[config.mk]
export PLATFORM = sky130hd
export DESIGN_NAME = fsm_rr_arbiter
export DESIGN_NICKNAME = d
export VERILOG_FILES = /design/src/rtl/fsm_rr_arbiter.sv
export SDC_FILE = /design/constraint.sdc
export NUM_CORES = 1
export LEC_CHECK = 0
export CAP_MARGIN = 20
export CORE_ASPECT_RATIO = 0.75
export CORE_MARGIN = 2
export CORE_UTILIZATION = 54
export DETAILED_ROUTE_END_ITERATION = 10
export GPL_ROUTABILITY_DRIVEN = 1
export PLACE_DENSITY = 0.91
export SETUP_SLACK_MARGIN = 0.3
export SLEW_MARGIN = 10
export SYNTH_ARGS = -nofsm -noshare
export SYNTH_HDL_FRONTEND = slang
export SYNTH_SLANG_ARGS = --single-unit
[constraint.sdc]
create_clock -name clk -period 2.8 [get_ports clk]
set_input_delay 0.56 -clock clk [delete_from_list [all_inputs] [get_ports clk]]
set_output_delay 0.56 -clock clk [all_outputs]
set_load 0.01 [all_outputs]
[src/rtl/fsm_rr_arbiter.sv]
// Round-robin arbiter sharing one pattern FSM among N requesters.
// Ports: clk, reset (async high); req/last/din per requester in;
//   gnt (one-hot), owner, busy, shared_data_in, shared_clr out;
//   grants_total (8b, saturating) only when FSM_ARB_STATS_EN is defined.
module fsm_rr_arbiter #(
  parameter int N         = 4,
  parameter int IDX_W     = 2,
  parameter int MAX_BURST = 8,
  parameter int CNT_W     = 8
) (
  input  logic             clk,
  input  logic             reset,
  input  logic [N-1:0]     req,
  input  logic [N-1:0]     last,
  input  logic [N-1:0]     din,
  output logic [N-1:0]     gnt,
  output logic [IDX_W-1:0] owner,
  output logic             busy,
  output logic             shared_data_in,
  output logic             shared_clr
`ifdef FSM_ARB_STATS_EN
  ,
  output logic [7:0]       grants_total
`endif
);

  localparam logic [2:0] S_IDLE  = 3'b000;
  localparam logic [2:0] S_ARB   = 3'b001;
  localparam logic [2:0] S_GRANT = 3'b010;
  localparam logic [2:0] S_FLUSH = 3'b100;

  logic [2:0]       state_q, state_d;
  logic [N-1:0]     gnt_q, gnt_d;
  logic [IDX_W-1:0] owner_q, owner_d;
  logic [IDX_W-1:0] ptr_q, ptr_d;
  logic [CNT_W-1:0] cnt_q, cnt_d;
  logic             sdi_q, sdi_d;
  logic             clr_q, clr_d;
`ifdef FSM_ARB_STATS_EN
  logic [7:0]       tot_q, tot_d;
`endif

  logic [2*N-1:0]   rot;
  logic             found;
  logic [IDX_W-1:0] win;
  logic             burst_end;

  always_comb begin
    state_d = state_q;
    gnt_d   = gnt_q;
    owner_d = owner_q;
    ptr_d   = ptr_q;
    cnt_d   = cnt_q;
    sdi_d   = 1'b0;
    clr_d   = 1'b0;
`ifdef FSM_ARB_STATS_EN
    tot_d   = tot_q;
`endif
    // Rotate so bit 0 is the requester at ptr; first set bit wins.
    rot   = {req, req} >> ptr_q;
    found = 1'b0;
    win   = '0;
    for (int k = 0; k < N; k++) begin
      if (!found && rot[k]) begin
        found = 1'b1;
        win   = IDX_W'((int'(ptr_q) + k) % N);
      end
    end
    burst_end = last[owner_q] | ~req[owner_q]
              | (cnt_q == CNT_W'(MAX_BURST - 1));
    unique case (1'b1)
      (state_q == S_IDLE): begin
        gnt_d = '0;
        if (|req) state_d = S_ARB;
      end
      (state_q == S_ARB): begin
        if (found) begin
          owner_d = win;
          gnt_d   = N'(1) << win;
          cnt_d   = '0;
          state_d = S_GRANT;
`ifdef FSM_ARB_STATS_EN
          if (tot_q != 8'hFF) tot_d = tot_q + 8'd1;
`endif
        end else begin
          gnt_d   = '0;
          state_d = S_IDLE;
        end
      end
      (state_q == S_GRANT): begin
        if (burst_end) begin
          gnt_d   = '0;
          clr_d   = 1'b1;
          ptr_d   = IDX_W'((int'(owner_q) + 1) % N);
          state_d = S_FLUSH;
        end else begin
          sdi_d = din[owner_q];
          cnt_d = cnt_q + CNT_W'(1);
        end
      end
      (state_q == S_FLUSH): begin
        gnt_d   = '0;
        state_d = (|req) ? S_ARB : S_IDLE;
      end
      default: begin
        gnt_d   = '0;
        state_d = S_IDLE;
      end
    endcase
  end

  always_ff @(posedge clk or posedge reset) begin
    if (reset) begin
      state_q <= S_IDLE;
      gnt_q   <= '0;
      owner_q <= '0;
      ptr_q   <= '0;
      cnt_q   <= '0;
      sdi_q   <= 1'b0;
      clr_q   <= 1'b0;
`ifdef FSM_ARB_STATS_EN
      tot_q   <= '0;
`endif
    end else begin
      state_q <= state_d;
      gnt_q   <= gnt_d;
      owner_q <= owner_d;
      ptr_q   <= ptr_d;
      cnt_q   <= cnt_d;
      sdi_q   <= sdi_d;
      clr_q   <= clr_d;
`ifdef FSM_ARB_STATS_EN
      tot_q   <= tot_d;
`endif
    end
  end

  assign gnt            = gnt_q;
  assign owner          = owner_q;
  assign shared_data_in = sdi_q;
  assign shared_clr     = clr_q;
  assign busy           = (state_q == S_ARB) || (state_q == S_GRANT)
                       || (state_q == S_FLUSH);
`ifdef FSM_ARB_STATS_EN
  assign grants_total   = tot_q;
`endif

endmodule

# After elaboration in Yosys (flattened, before gate mapping)
# Index checks and enable logic that the tools add are counted.
[word_totals] regBits=21 inputBits=14 out_inout_bits=9 elab_cells=70
[classes] n_addsub=5 order_cmp=1 n_eq_ne=8 n_shift=2 mux=29 bitwise=3 n_reduce_logical=15
[ops] operator="$mux W8" n=2
[ops] operator="$pmux W8 S2" n=1
[ops] operator="$mux W1" n=12
[ops] operator="$pmux W3 S4" n=1
[ops] operator="$mux W2" n=5
[ops] operator="$add A8 B1 Y8 const B" n=1
[ops] operator="$eq A8 B3 Y1 const B" n=1
[ops] operator="$mux W4" n=2
[ops] operator="$pmux W4 S2" n=1
[ops] operator="$shr A8 B2 Y4" n=1
[ops] operator="$bmux W1 S2" n=3
[ops] operator="$mux W3" n=2
[ops] operator="$ne A2 B2 Y1 const B" n=3
[ops] operator="$reduce_and A2 Y1" n=3
[ops] operator="$add A2 B1 Y2 const B" n=2
[ops] operator="$add A2 B2 Y2 const B" n=2
[ops] operator="$reduce_or A4 Y1" n=1
[ops] operator="$shl A1 B2 Y4 const A" n=1
[ops] operator="$eq A3 B1 Y1 const B" n=1
[ops] operator="$eq A3 B2 Y1 const B" n=1
[ops] operator="$eq A3 B3 Y1 const B" n=1
[ops] operator="$logic_and A1 B1 Y1" n=3
[ops] operator="$logic_not A1 Y1" n=3
[ops] operator="$logic_not A3 Y1" n=1
[ops] operator="7 further kinds" n=9

# Depth between registers and ports, before layout
[logic_depth] word_depth=14 mapped_depth=7 depth_no_buf=6

# Least setup slack after synthesis
# No wires, ideal clock.
[synth_path] path_kind="reg2reg" startpoint="register owner_q[1], in the netlist owner[1]" endpoint="register cnt_q[4]" setup_ps=78 arrival_time_ps=1754 required_ps=2722 slack_ps=968 path_stages_with_launch=8 n_path_buf=2 synth_period_minus_slack_ps=1832 cell_sequence="dfrtp_1 > buf_6 > nor4b_2 > a31oi_1 > and2_4 > buf_6 > or4_1 > a21oi_1"
[synth_via] elab_chain_len=7 word_cells_on_any_way=9 classes_between="eq/ne: 1; mux: 4; bitwise: 3; reduce/logical: 1"
[synth_lines] item="from (decl)" line_no="34" text="logic [IDX_W-1:0] owner_q, owner_d;"
[synth_lines] item="from (signal assigned)" line_no="127" text="owner_q <= owner_d;"
[synth_lines] item="$bmux W1 S2" line_no="69" text="burst_end = last[owner_q] | ~req[owner_q]"
[synth_lines] item="$mux W1 (implied by the code)" line_no="69"
[synth_lines] item="$not A1 Y1" line_no="69"
[synth_lines] item="$or A1 B1 Y1 (*)" line_no="69"
[synth_lines] item="$or A1 B1 Y1 (*)" line_no="70" text="| (cnt_q == CNT_W'(MAX_BURST - 1));"
[synth_lines] item="$ne A2 B2 Y1 (no source line) (*)"
[synth_lines] item="$reduce_and A3 Y1 (no source line) (*)"
[synth_lines] item="to (signal assigned)" line_no="129" text="cnt_q <= cnt_d;"
[synth_lines] item="to (decl)" line_no="36" text="logic [CNT_W-1:0] cnt_q, cnt_d;"
# Every way passes the cells marked *; elsewhere a longest branch is shown, timed or not. The select of a mux whose other input is x is not followed.
# A chain may end at the register's enable or synchronous reset.

# Worst setup path in the final report
[layout_path] startpoint="input req[0]" endpoint="register cnt_q[3]"
[layout_via] elab_chain_len=13 word_cells_on_any_way=19 classes_between="eq/ne: 2; shift: 1; mux: 6; bitwise: 3; reduce/logical: 7"
[layout_lines] item="from (decl)" line_no="13" text="input logic [N-1:0] req,"
[layout_lines] item="$shr A8 B2 Y4" line_no="60" text="rot = {req, req} >> ptr_q;"
[layout_lines] item="$mux W1" line_no="64" text="if (!found && rot[k]) begin"
[layout_lines] item="$logic_not A1 Y1" line_no="64"
[layout_lines] item="$logic_and A1 B1 Y1" line_no="64"
[layout_lines] item="$mux W1" line_no="64"
[layout_lines] item="$logic_not A1 Y1" line_no="64"
[layout_lines] item="$logic_and A1 B1 Y1" line_no="64"
[layout_lines] item="$mux W1" line_no="64"
[layout_lines] item="$logic_not A1 Y1" line_no="64"
[layout_lines] item="$logic_and A1 B1 Y1" line_no="64"
[layout_lines] item="$mux W1" line_no="64"
[layout_lines] item="$ne A2 B2 Y1 (no source line)"
[layout_lines] item="$reduce_and A3 Y1 (no source line) (*)"
# Marks and branches as above.

==> qor.csv <==
metric,value,unit
routedWlPerCell,16.5,um
diodes,0,
rows,14,
synth-edff-count,0,
rsz0062_at_grt,no,
ys.flop_type,dfrtp_1,
pre_cts_ws,0.229,ns
root_buffer,clkbuf_4,
p_leak,0.579,nW
clock_latency,0.30,ns
grt_pass1_wl,4.37,mm
power,1.12,mW
worstHoldPathCells,1,
fin_util,69.3,%
final_common_cell,clkdlybuf4s50_1,
rr_endpoint,cnt_q[3],
portBuffers,22,
routabilityCongestion,0.892,
critPathCaptureType,flip-flop,
grt_pass1_vias,966,
p_int,678,uW
power_density,810,nW/um2
peakVddDrop,0.000479,V
postPlaceCellArea,1360,um2
dpl.hpwl,2.01,mm
die_y,43.9,um
cp_cell_sequence,clkdlybuf4s50_1 -> nor4_1 -> or4b_2 -> o21ai_1 -> o221ai_1,
p_seq_share,42.3,%
hold_path_class,flip-flop to flip-flop,
clock_path_buffers,2,
swShare,39.5,%
dr.pass1.iters,4,
arrival,2.43,ns
postCtsSetupBuffers,0,
fin_nets,150,
netlist_area,1150,um2
die_w,57.2,um
yosys_register_bits,21,
syn_inst,112,
slowest_stage,or4b_2,
htree_levels,1,
rr_startpoint,cnt_q[3],
pwr-share-clk,12.8,%
yosys.area.top_type,dfrtp_1,
fin_skew,0.00237,ns
setup_viol,0,
design.core.area,2000,um2
post-route-period-util,80.5,%
synth_top_area_share,45.9,%
reg2reg_depth,5,
worstMarginPinSlew,0.775,ns
die_area,2510,um2
num_vias,984,
fin_setup_tns,0,ns
syn_avg_cell_area,10.2,um2
critPathRequiredTime,2.98,ns
outcome,finished clean,
combPwrFrac,44.9,%
cts.repair.resized,0,
grt_usage,23.2,%
worst_slack,0.545,ns
min-delay-start,gnt[0],
syn_nets,127,
final_antenna_net_count,0,
route.detailed.drc,0,
cts_buffers,3,
cts_tree,done,
finalNonFillerCells,158,
clock.fmax,0.443,GHz
io_pins,23,
min_period,2.26,ns
dp.cells,154,
layout_common_cells,"clkdlybuf4s50_1, dfrtp_1, nand2_1",
gr-total-overflow,0,
whs_endpoint,gnt[0],
syn_to_final_growth,20.7,%
holdWs,0.507,ns
cpPeakStageDelay,0.78,ns
clkTransAtPathRegs,0.11,ns
synthTopCellsByArea,"dfrtp_1, mux2i_1, nand2_1",
yosys.cell_types.count,43,
drv_cap,0,
synth_warnings,0,
slew_headroom,48.3,%
final_cell_area,1380,um2
avgViaCountPerCell,6.23,
critPathLaunchType,input pin,
critPathKind,input pin to flip-flop,
drive_gt1_share,8.96,%
antenna_found_initial,0,
finalHoldViolations,0,
seq_area_frac_synth,45.9,%
drt_iter0_markers,33,
clock_sinks,21,
slew_viol_final,0,
grt_start_max_net_pins,22,
postCtsHoldBufs,0,
synthArstFlopShare,100,%
r2r_slack,0.81,ns
power.switching,443,uW
initial_core_util,57.4,%
critPathMaxFanout,11,
drt-total-wl,2.61,mm
==> cell usage after synthesis (2+ instances only) <==
master and number:
dfrtp_1 21, buf_6 3, a21oi_1 4, or4_1 2
o31ai_1 2, and3_1 2, nor2_1 4, nor4_1 3
nand2b_1 2, xnor2_1 2, mux2i_1 5, nand4_1 2
nand2_1 9, o21ai_0 4, a221oi_1 2, inv_1 8
or3_1 4, a32o_1 2, a31oi_1 2, a22o_1 2
nand3_1 5
==> metal layers <==
metal  routed length (um)  global-route usage [%]  vias to the layer above
li1                     -                       -                      462
met1                 1180                    28.8                      485
met2                 1240                    38.2                       35
met3                  164                    8.36                        2
met4                   19                    7.91                        0
met5                    0                       0                        -
==> cell families (layout without fill, tap and decap cells) <==
logic type               after synthesis  in the layout  share of synthesized area (%)
AND/OR/NAND/NOR                       44             44                           23.1
multiplexers                           6              6                           6.33
XOR/XNOR                               2              2                           1.53
buffers and inverters                 12             34                           6.00
flip-flops                            21             21                           45.9
AO/OA/AOI/OAI                         26             26                           16.0
adder cells (fa/ha/maj)                1              1                           1.09
==> flip-flops by register name (all words and copies together), names as in the netlist <==
name            cells
gnt                 4
shared_data_in      1
ptr_q               2
shared_clr          1
owner               2
cnt_q               8
state_q             3
==> area by class of cell <==
type	count	area [um2]
clock buffers	4	26.3
well taps	24	30.0
fillers	164	613
flip-flops and latches	21	526
repair buffers	22	220
multi-input cells	79	552
inverters	8	30.0
==> critical path: cells and delay by family <==
kind,cells,cell delay [ns]
AO/OA/AOI/OAI,2,0.39
buffers and inverters,1,0.58
AND/OR/NAND/NOR,2,0.90
==> how the worst max path moves through the flow <==
stage,startpoint,to,cells past startpoint
final,req[0],cnt_q[3],5
after global routing,req[0],cnt_q[3],5
after CTS,req[0],cnt_q[3],5
after detailed placement,req[0],cnt_q[3],5
after global placement,req[0],cnt_q[3],5
after floorplan,owner[1],cnt_q[4],7
==> power groups by stage <==
stage / Sequential [mW] / Combinational [mW] / Clock, mW
CTS: 0.471 / 0.505 / 0.146
floorplan: 0.452 / 0.362 / 0
global route: 0.483 / 0.549 / 0.161
detailed placement: 0.477 / 0.501 / 0
global placement: 0.473 / 0.478 / 0
finish: 0.474 / 0.503 / 0.144
Note: power is estimated with default switching activity, not from simulation.
